File: src/rtl/decode_pkg.sv
// -----------------------------------------------------------------------------
// decode_pkg
//
// Purpose:
//   Shared definitions for the fetch/decode front end. It holds the MIPS
//   opcode and SPECIAL-funct constants used by predecode, the machine word
//   type, and the fetch buffer entry record.
//
// Contents:
//   word_t          32-bit machine word (instructions and PCs)
//   OP_*            primary opcode field values (instr[31:26])
//   F_*             funct field values for OP_RT (instr[5:0])
//   fetch_entry_t   one fetch buffer entry: instr, pc, adel, in_delay_slot
// -----------------------------------------------------------------------------
package decode_pkg;

    typedef logic [31:0] word_t;

    // Primary opcodes that change control flow, plus the SPECIAL group.
    localparam logic [5:0] OP_RT     = 6'b000000;
    localparam logic [5:0] OP_REGIMM = 6'b000001;
    localparam logic [5:0] OP_J      = 6'b000010;
    localparam logic [5:0] OP_JAL    = 6'b000011;
    localparam logic [5:0] OP_BEQ    = 6'b000100;
    localparam logic [5:0] OP_BNE    = 6'b000101;
    localparam logic [5:0] OP_BLEZ   = 6'b000110;
    localparam logic [5:0] OP_BGTZ   = 6'b000111;

    // SPECIAL-group register jumps.
    localparam logic [5:0] F_JR      = 6'b001000;
    localparam logic [5:0] F_JALR    = 6'b001001;

    typedef struct packed {
        word_t instr;
        word_t pc;
        logic  adel;
        logic  in_delay_slot;
    } fetch_entry_t;

endpackage

File: src/rtl/fb_predecode.sv
// -----------------------------------------------------------------------------
// fb_predecode
//
// Purpose:
//   Combinational predecode run on each instruction entering the fetch
//   buffer. It flags any instruction whose successor sits in a delay slot:
//   BEQ, BNE, BLEZ, BGTZ, REGIMM (any rt), J, JAL, and the SPECIAL-group
//   JR / JALR. A fetch with an address error never counts as a branch,
//   because its instruction word is not meaningful.
//
// Ports:
//   instr      in   32  fetched instruction word
//   adel       in   1   fetch address-error flag
//   is_branch  out  1   instruction is a branch or jump
// -----------------------------------------------------------------------------
module fb_predecode
    import decode_pkg::*;
(
    input  word_t instr,
    input  logic  adel,
    output logic  is_branch
);

    logic [5:0] opcode;
    logic [5:0] funct;
    logic       unused_fields;

    assign opcode = instr[31:26];
    assign funct  = instr[5:0];

    // rs/rt/rd/shamt/immediate bits play no part in the decision.
    assign unused_fields = ^instr[25:6];

    always_comb begin
        is_branch = 1'b0;
        case (opcode)
            OP_BEQ, OP_BNE, OP_BLEZ, OP_BGTZ,
            OP_REGIMM, OP_J, OP_JAL: is_branch = 1'b1;
            OP_RT:                   is_branch = (funct == F_JR) || (funct == F_JALR);
            default:                 is_branch = 1'b0;
        endcase
        if (adel) begin
            is_branch = 1'b0;
        end
    end

endmodule

File: src/rtl/fetch_buffer.sv
// -----------------------------------------------------------------------------
// fetch_buffer
//
// Purpose:
//   Instruction queue between fetch and decode. It is a circular buffer of
//   DEPTH entries (power of two, 4..16). Each entry carries the instruction,
//   its PC, the fetch address-error flag and a delay-slot flag. The
//   delay-slot flag records whether the previously pushed instruction was a
//   branch or jump. The bit is computed at push time from the prev_branch
//   register, which is loaded with the predecode result on every push.
//
//   A flush drops all entries and any push or pop in the same cycle, and
//   clears prev_branch. The reset is synchronous and active-low, and it
//   takes priority over push, pop and flush. Storage itself is never reset.
//   While the queue is empty, out_* read as zero, so out_pcplus4 reads 4.
//
// Configuration:
//   FETCH_BUFFER_BYPASS_EN  When defined, an instruction offered while the
//                           buffer is empty (and not flushing) appears on
//                           out_* in the same cycle. If decode takes it at
//                           once, it is not stored. When undefined, out_*
//                           come only from storage, so every output path is
//                           registered.
//
// Parameters:
//   DEPTH               number of queue entries (power of two, 4..16)
//
// Ports:
//   clk                 in   1   rising-edge clock
//   resetn              in   1   synchronous active-low reset
//   flush               in   1   discard all entries and any same-cycle push
//   in_valid            in   1   fetch offers an instruction
//   in_ready            out  1   buffer can accept (== !full)
//   in_instr            in   32  fetched instruction word
//   in_pc               in   32  instruction PC
//   in_adel             in   1   fetch address-error flag
//   out_valid           out  1   head entry available to decode
//   out_ready           in   1   decode consumes the head
//   out_instr           out  32  head instruction
//   out_pc              out  32  head PC
//   out_pcplus4         out  32  head PC + 4 (mod 2^32)
//   out_adel            out  1   head address-error flag
//   out_in_delay_slot   out  1   head follows a branch or jump
//   count               out  $clog2(DEPTH)+1  occupied entries
// -----------------------------------------------------------------------------
module fetch_buffer
    import decode_pkg::*;
#(
    parameter int DEPTH = 8
)
(
    input  logic                   clk,
    input  logic                   resetn,
    input  logic                   flush,
    input  logic                   in_valid,
    output logic                   in_ready,
    input  word_t                  in_instr,
    input  word_t                  in_pc,
    input  logic                   in_adel,
    output logic                   out_valid,
    input  logic                   out_ready,
    output word_t                  out_instr,
    output word_t                  out_pc,
    output word_t                  out_pcplus4,
    output logic                   out_adel,
    output logic                   out_in_delay_slot,
    output logic [$clog2(DEPTH):0] count
);

    localparam int               PTR_W    = $clog2(DEPTH);
    localparam int               CNT_W    = PTR_W + 1;
    localparam logic [CNT_W-1:0] FULL_CNT = CNT_W'(DEPTH);

    fetch_entry_t     mem_q [DEPTH];

    logic [PTR_W-1:0] wr_ptr_q, wr_ptr_d;
    logic [PTR_W-1:0] rd_ptr_q, rd_ptr_d;
    logic [CNT_W-1:0] count_q,  count_d;
    logic             prev_branch_q, prev_branch_d;

    logic             is_branch;
    logic             full;
    logic             empty;
    logic             push;
    logic             pop;
    logic             bypass;
    logic             store;
    logic             deq;
    fetch_entry_t     in_entry;
    fetch_entry_t     head;

    fb_predecode u_predecode (
        .instr     (in_instr),
        .adel      (in_adel),
        .is_branch (is_branch)
    );

    assign full     = (count_q == FULL_CNT);
    assign empty    = (count_q == '0);
    assign in_ready = !full;
    assign push     = in_valid && in_ready && !flush;

    // The delay-slot bit is fixed at push time from the previous push.
    assign in_entry = '{instr:         in_instr,
                        pc:            in_pc,
                        adel:          in_adel,
                        in_delay_slot: prev_branch_q};

`ifdef FETCH_BUFFER_BYPASS_EN
    assign bypass = empty && in_valid && !flush;
`else
    assign bypass = 1'b0;
`endif

    assign out_valid = !empty || bypass;
    assign pop       = out_valid && out_ready && !flush;

    // A bypassed instruction taken at once skips storage entirely. A pop
    // that comes from the bypass path leaves the read side untouched.
    assign store = push && !(bypass && out_ready);
    assign deq   = pop && !bypass;

    // An empty queue shows all-zero fields, so nothing stale leaks out.
    always_comb begin
        head = '0;
        if (bypass) begin
            head = in_entry;
        end else if (!empty) begin
            head = mem_q[rd_ptr_q];
        end
    end

    assign out_instr         = head.instr;
    assign out_pc            = head.pc;
    assign out_pcplus4       = head.pc + 32'd4;
    assign out_adel          = head.adel;
    assign out_in_delay_slot = head.in_delay_slot;
    assign count             = count_q;

    always_comb begin
        wr_ptr_d      = wr_ptr_q;
        rd_ptr_d      = rd_ptr_q;
        count_d       = count_q;
        prev_branch_d = prev_branch_q;

        if (flush) begin
            wr_ptr_d      = '0;
            rd_ptr_d      = '0;
            count_d       = '0;
            prev_branch_d = 1'b0;
        end else begin
            // DEPTH is a power of two, so the pointers wrap naturally.
            if (store) begin
                wr_ptr_d = wr_ptr_q + PTR_W'(1);
            end
            if (deq) begin
                rd_ptr_d = rd_ptr_q + PTR_W'(1);
            end
            case ({store, deq})
                2'b10:   count_d = count_q + CNT_W'(1);
                2'b01:   count_d = count_q - CNT_W'(1);
                default: count_d = count_q;
            endcase
            if (push) begin
                prev_branch_d = is_branch;
            end
        end
    end

    always_ff @(posedge clk) begin
        if (!resetn) begin
            wr_ptr_q      <= '0;
            rd_ptr_q      <= '0;
            count_q       <= '0;
            prev_branch_q <= 1'b0;
        end else begin
            wr_ptr_q      <= wr_ptr_d;
            rd_ptr_q      <= rd_ptr_d;
            count_q       <= count_d;
            prev_branch_q <= prev_branch_d;
        end
    end

    // Storage is not reset. Writes are held off during reset so that a
    // reset cycle leaves the contents untouched.
    always_ff @(posedge clk) begin
        if (resetn && store) begin
            mem_q[wr_ptr_q] <= in_entry;
        end
    end

endmodule

File: config.mk
export PLATFORM = sky130hd
export DESIGN_NAME = fetch_buffer
export DESIGN_NICKNAME = d
export VERILOG_FILES = /design/src/rtl/decode_pkg.sv /design/src/rtl/fb_predecode.sv /design/src/rtl/fetch_buffer.sv
export SDC_FILE = /design/constraint.sdc
export NUM_CORES = 1
export LEC_CHECK = 0
export ABC_AREA = 0
export BUFFER_PORTS_ARGS = -buffer_cell sky130_fd_sc_hd__buf_2
export CORE_MARGIN = 2
export CORE_UTILIZATION = 25
export CTS_CLUSTER_DIAMETER = 150
export DETAILED_ROUTE_END_ITERATION = 8
export PLACE_DENSITY = 0.44
export SYNTH_ARGS = -nofsm -noshare
export SYNTH_HDL_FRONTEND = slang
export SYNTH_HIERARCHICAL = 1
export SYNTH_SLANG_ARGS = --single-unit
File: constraint.sdc
create_clock -name clk -period 13.5 [get_ports clk]
set_input_delay 2.025 -clock clk [delete_from_list [all_inputs] [get_ports clk]]
set_output_delay 2.025 -clock clk [all_outputs]
set_load 0.05 [all_outputs]
# Yosys cells after proc, flatten, opt, wreduce, memory -nomap -nowiden
# Memory sizes are Yosys's and may differ from the RTL's. A register that Yosys moved wholly into a read port is not among the register bits.
# Index checks and enable logic that the tools add are counted.
# totals
mem_bits_rw,528
romBits,0
latch_bits,0
mem_count,1
input_bits,70
reg_bits,11
out_inout_bits,104
wordCells,45
# op_classes
n_addsub,5
n_mul,0
shifts,0
magnitude_cmp,0
bitwise,1
n_reduce_logical,14
n_div,0
mux,8
n_eq_ne,12
# memory_table
memory,words,word_bits,rd,rd_ports_with_merged_regs,write_ports,line_no,source
mem_q,8,66,1,1,1,fetch_buffer.sv:74,fetch_entry_t mem_q [DEPTH];
# op_table
op,count
two-way mux 66 bit,1
"adder 32 x 3 -> 32 bit, second input constant",1
"== test 6 x 3 -> 1 bit, second input constant",4
"== test 6 x 2 -> 1 bit, second input constant",2
"== test 6 x 4 -> 1 bit, second input constant",2
case mux 4 bit (2 select lines),1
OR reduction 7 bit,1
"adder 3 x 1 -> 3 bit, second input constant",2
"== test 6 x 1 -> 1 bit, second input constant",1
zero test 6 bit,1
two-way mux 3 bit,2
logical AND 1 bit,5
"adder 4 x 1 -> 4 bit, second input constant",1
"== test 4 bit, second input constant",1
zero test 4 bit,1
"subtractor 4 x 1 -> 4 bit, second input constant",1
zero test 1 bit,3
two-way mux 1 bit,3
"== test 2 x 1 -> 1 bit, second input constant",1
"== test 2 bit, second input constant",1
case mux 1 bit (2 select lines),1
nonzero test 2 bit,1
OR reduction 2 bit,1
logical OR 1 bit,1
inverter 1 bit,1

# Depth between registers and ports, before layout
# logic_depth
depth_word,7
ltp_mapped,14
depth_no_buf,12

# Modules after synthesis
# Netlist, hierarchy kept.
# modules_own_cells
mod,n_inst,seq_area_each_um2,area_per_inst_um2,cells_each
fetch_buffer,1,16135.5,21520.6,1125
fb_predecode,1,0.0,27.5,5

# Least setup slack after synthesis
# No wires, ideal clock.
# synth_path
kind,input -> register
startpoint,in flush
endpoint,mem mem_q[0][0] (netlist bit) (enable)
setup_time_ns,0.571
required_time_ns,12.929
setup_slack_ns,5.865
stages,3
path_buffers,0
arrival_time_ns,7.064
path_cell_list,nand2b_1 > or3_1 > nor3_1
# synth_via
elab_chain_len,5
# synth_lines
item,line_no,source
from (decl),fetch_buffer.sv:54,"input logic flush,"
zero test 1 bit,fetch_buffer.sv:101,assign push = in_valid && in_ready && !flush;
logical AND 1 bit,fetch_buffer.sv:101,
logical AND 1 bit,fetch_buffer.sv:187,if (resetn && store) begin
two-way mux 1 bit,fetch_buffer.sv:187,
two-way mux 1 bit (not written as such),fetch_buffer.sv:188,mem_q[wr_ptr_q] <= in_entry;
to (decl),fetch_buffer.sv:74,
# No other way between the ends.

==> flow_summary.toml <==
[run_status]
status = "finished clean"

[clocking]
clkLatencyLatePin_ps = 610
cts_sinks = 542
clockBufferDepth = 3
cts_resized = 0
post_cts_buffers = 0
htree_levels = 2
root_buffer = "clkbuf_16"
cts_tree = "yes"
cts_buffers = 56
holdBufCountCts = 0
clkTransAtPathRegs_ps = 60

[setup_path]
end_kind = "output port"
crit_slowest_cell = "nor4_1"
rr_worst_depth = 11
worst_ep_required_time_ps = 11480
crit_fanout = 35
start_kind = "flip-flop"
crit_type = "reg -> out"
crit_arrival_ps = 4930
path_cells = "buf_4, mux4_1, nand3_1, o21ai_0, nand2_1, nor4_1, o211ai_1, xnor2_1, buf_2"
slowest_delay_ps = 840

[grt]
grt_pass1_wl_um = 81800
overflow = 0
antenna_found_initial = 18
grt_usage_pct = 12.6
grt_pass1_vias = 11600
grt_max_degree = 120

[timing]
clock.fmax_mhz = 144
slew_viol_final = 0
rsz0062_at_grt = "no"
worst_slack_ps = 6540
period_minus_slack_ps = 6960
hold_slack_ps = 490
hold_violations = 0
skew_ps = 26.0
tightest_slew_ps = 1090
tns_ps = 0
setup_viol = 0
slew_headroom_pct = 27.6
period_share_pct = 51.5

[floorplan]
fp-row-count = 107
die_w_um = 298
io-pin-count = 174
coreArea_um2 = 85300
start_util_pct = 25.3
die_h_um = 298
die_area_um2 = 88600

[power_and_ir_drop]
p_comb_share_pct = 3.5
vdd_ir_drop_max_v = 0.000102
swShare_pct = 20.8
clkPwrFrac_pct = 44.0
switchingPower_mw = 0.735
p_leak_nw = 8.26
pwr_density_cell_nw_per_um2 = 138
finalPower_mw = 3.54
p_int_mw = 2.80
seqPwrFrac_pct = 52.5

[placement]
io_buffers = 173
placed_cells = 2411
place.gp.congestion = 0.744
hpwl_um = 32500
place_ws_ps = 7060

[synthesis]
yosysSeqAreaShare_pct = 74.9
synth_top_flop_cell = "edfxtp_1"
ys_async_sr_fraction_pct = 0
syn_inst = 1130
synth_area_leaders = "edfxtp_1 74%, mux4_2 9.9%, mux2i_1 3.0%"
yosysWarnings = 6
synthDistinctLibCells = 53
ys_ff_latch = 542
synth_edf_count = 528
synth_top_area_share_pct = 73.6
synth_nets = 1206
avgSynthCellArea_um2 = 19.1
yosysTopAreaCell = "edfxtp_1"
netlist_area_um2 = 21500

[hold_path]
hp-class = "reg -> reg"
whs_path_depth = 2

[routing]
drtIter0Drc = 820
routedWlPerCell_um = 22.4
ant_nets = 0
drc = 0
drt-pass1-iter-count = 5
via_per_inst = 4.41
vias = 11100
drt_wl_total_um = 56300

[cells_and_area]
final_cells = 2514
nets = 1401
drive_gt1_share_pct = 28.9
area_delta_synth_final_pct = 18.6
fillerInstances = 8400
final_cell_mix = "528 x edfxtp_1, 173 x buf_2, 115 x nand2_1"
final_common_cell = "edfxtp_1"

[job]
drv_cap = 0
kinds of logic (layout without fill, tap and decap cells):
| family | after synthesis | count (layout) | synth area share (%) |
|---|---|---|---|
| other | 0 | 1 | 0 |
| adders and majority gates | 6 | 6 | 0.348 |
| AOI/OAI and AO/OA | 91 | 91 | 2.58 |
| xor gates and xnor gates | 35 | 35 | 1.42 |
| buffers and inverters | 76 | 315 | 2.14 |
| and+or+nand+nor | 211 | 211 | 4.65 |
| muxes | 169 | 169 | 14.0 |
| DFF | 542 | 542 | 74.9 |
Yosys cell counts (all sizes together) (4+ instances only):
cell,count
buf,34
xnor2,20
nand3,19
nand2,115
nor3,11
xor2,15
a21oi,54
edfxtp,528
a22oi,23
clkbuf,27
o21ai,4
ha,6
mux4,103
dfxtp,14
nor4,7
inv,15
and3,7
nor2,25
mux2i,65
through the flow:
step / util (%) / cell area, um2
floorplan: - / 21500
global placement: 27.8 / 23700
detailed placement: 27.8 / 23700
CTS: 30.0 / 25600
global route: 30.0 / 25600
finish: 30.0 / 25600
sequential cells by signal (all words and copies together), names as in the netlist, named ones only:
signal and flops:
count 4, prev_branch_q 1, wr_ptr_q 3, rd_ptr_q 3, mem_q 528
path summary, 6_finish.rpt:
kind	to	slack, ps	startpoint
min reg2reg	flip-flop	490	rd_ptr_q[1]$_SDFFE_PP0P_
min	flip-flop	490	rd_ptr_q[1]$_SDFFE_PP0P_
max reg2reg	count[3]$_SDFFE_PP0P_	9970	count[1]$_SDFFE_PP0P_
max	out_pcplus4[15]	6540	flip-flop
routing by layer:
layer / up-vias / track usage [%] / part of all wire, %
met1: 5787 / 16.0 / 43
met3: 105 / 3.17 / 5.5
met2: 245 / 21.2 / 49
met4: 22 / 3.21 / 2.1
met5: - / 0 / 0.23
li1: 4917 / - / -
power by group through the flow:
stage               combinational (mW)  sequential, mW  clock (mW)
global placement                 0.124            1.89           0
finish                           0.123            1.86        1.56
global route                     0.133            1.86        1.67
floorplan                       0.0692            1.89           0
detailed placement               0.125            1.89           0
CTS                              0.126            1.86        1.61
worst max-delay path, delay by kind of cell (launching register included):
family	cells	cell delay [ps]
xor gates and xnor gates	1	180
buffers and inverters	2	990
and+or+nand+nor	3	1190
AOI/OAI and AO/OA	2	750
DFF	1	770
muxes	1	410
cell type report:
cell class	count	area, um2	area share (%)
clock buffer	61	1440	5.64
tap	1144	1430	5.60
timing repair buffer	198	1070	4.17
inverter	15	56.3	0.220
multi-input combinational	512	5010	19.6
sequential	542	16100	63.2
antenna	1	2.50	0.00979
clock inverter	41	404	1.58
Note: power is estimated with default switching activity, not from simulation.
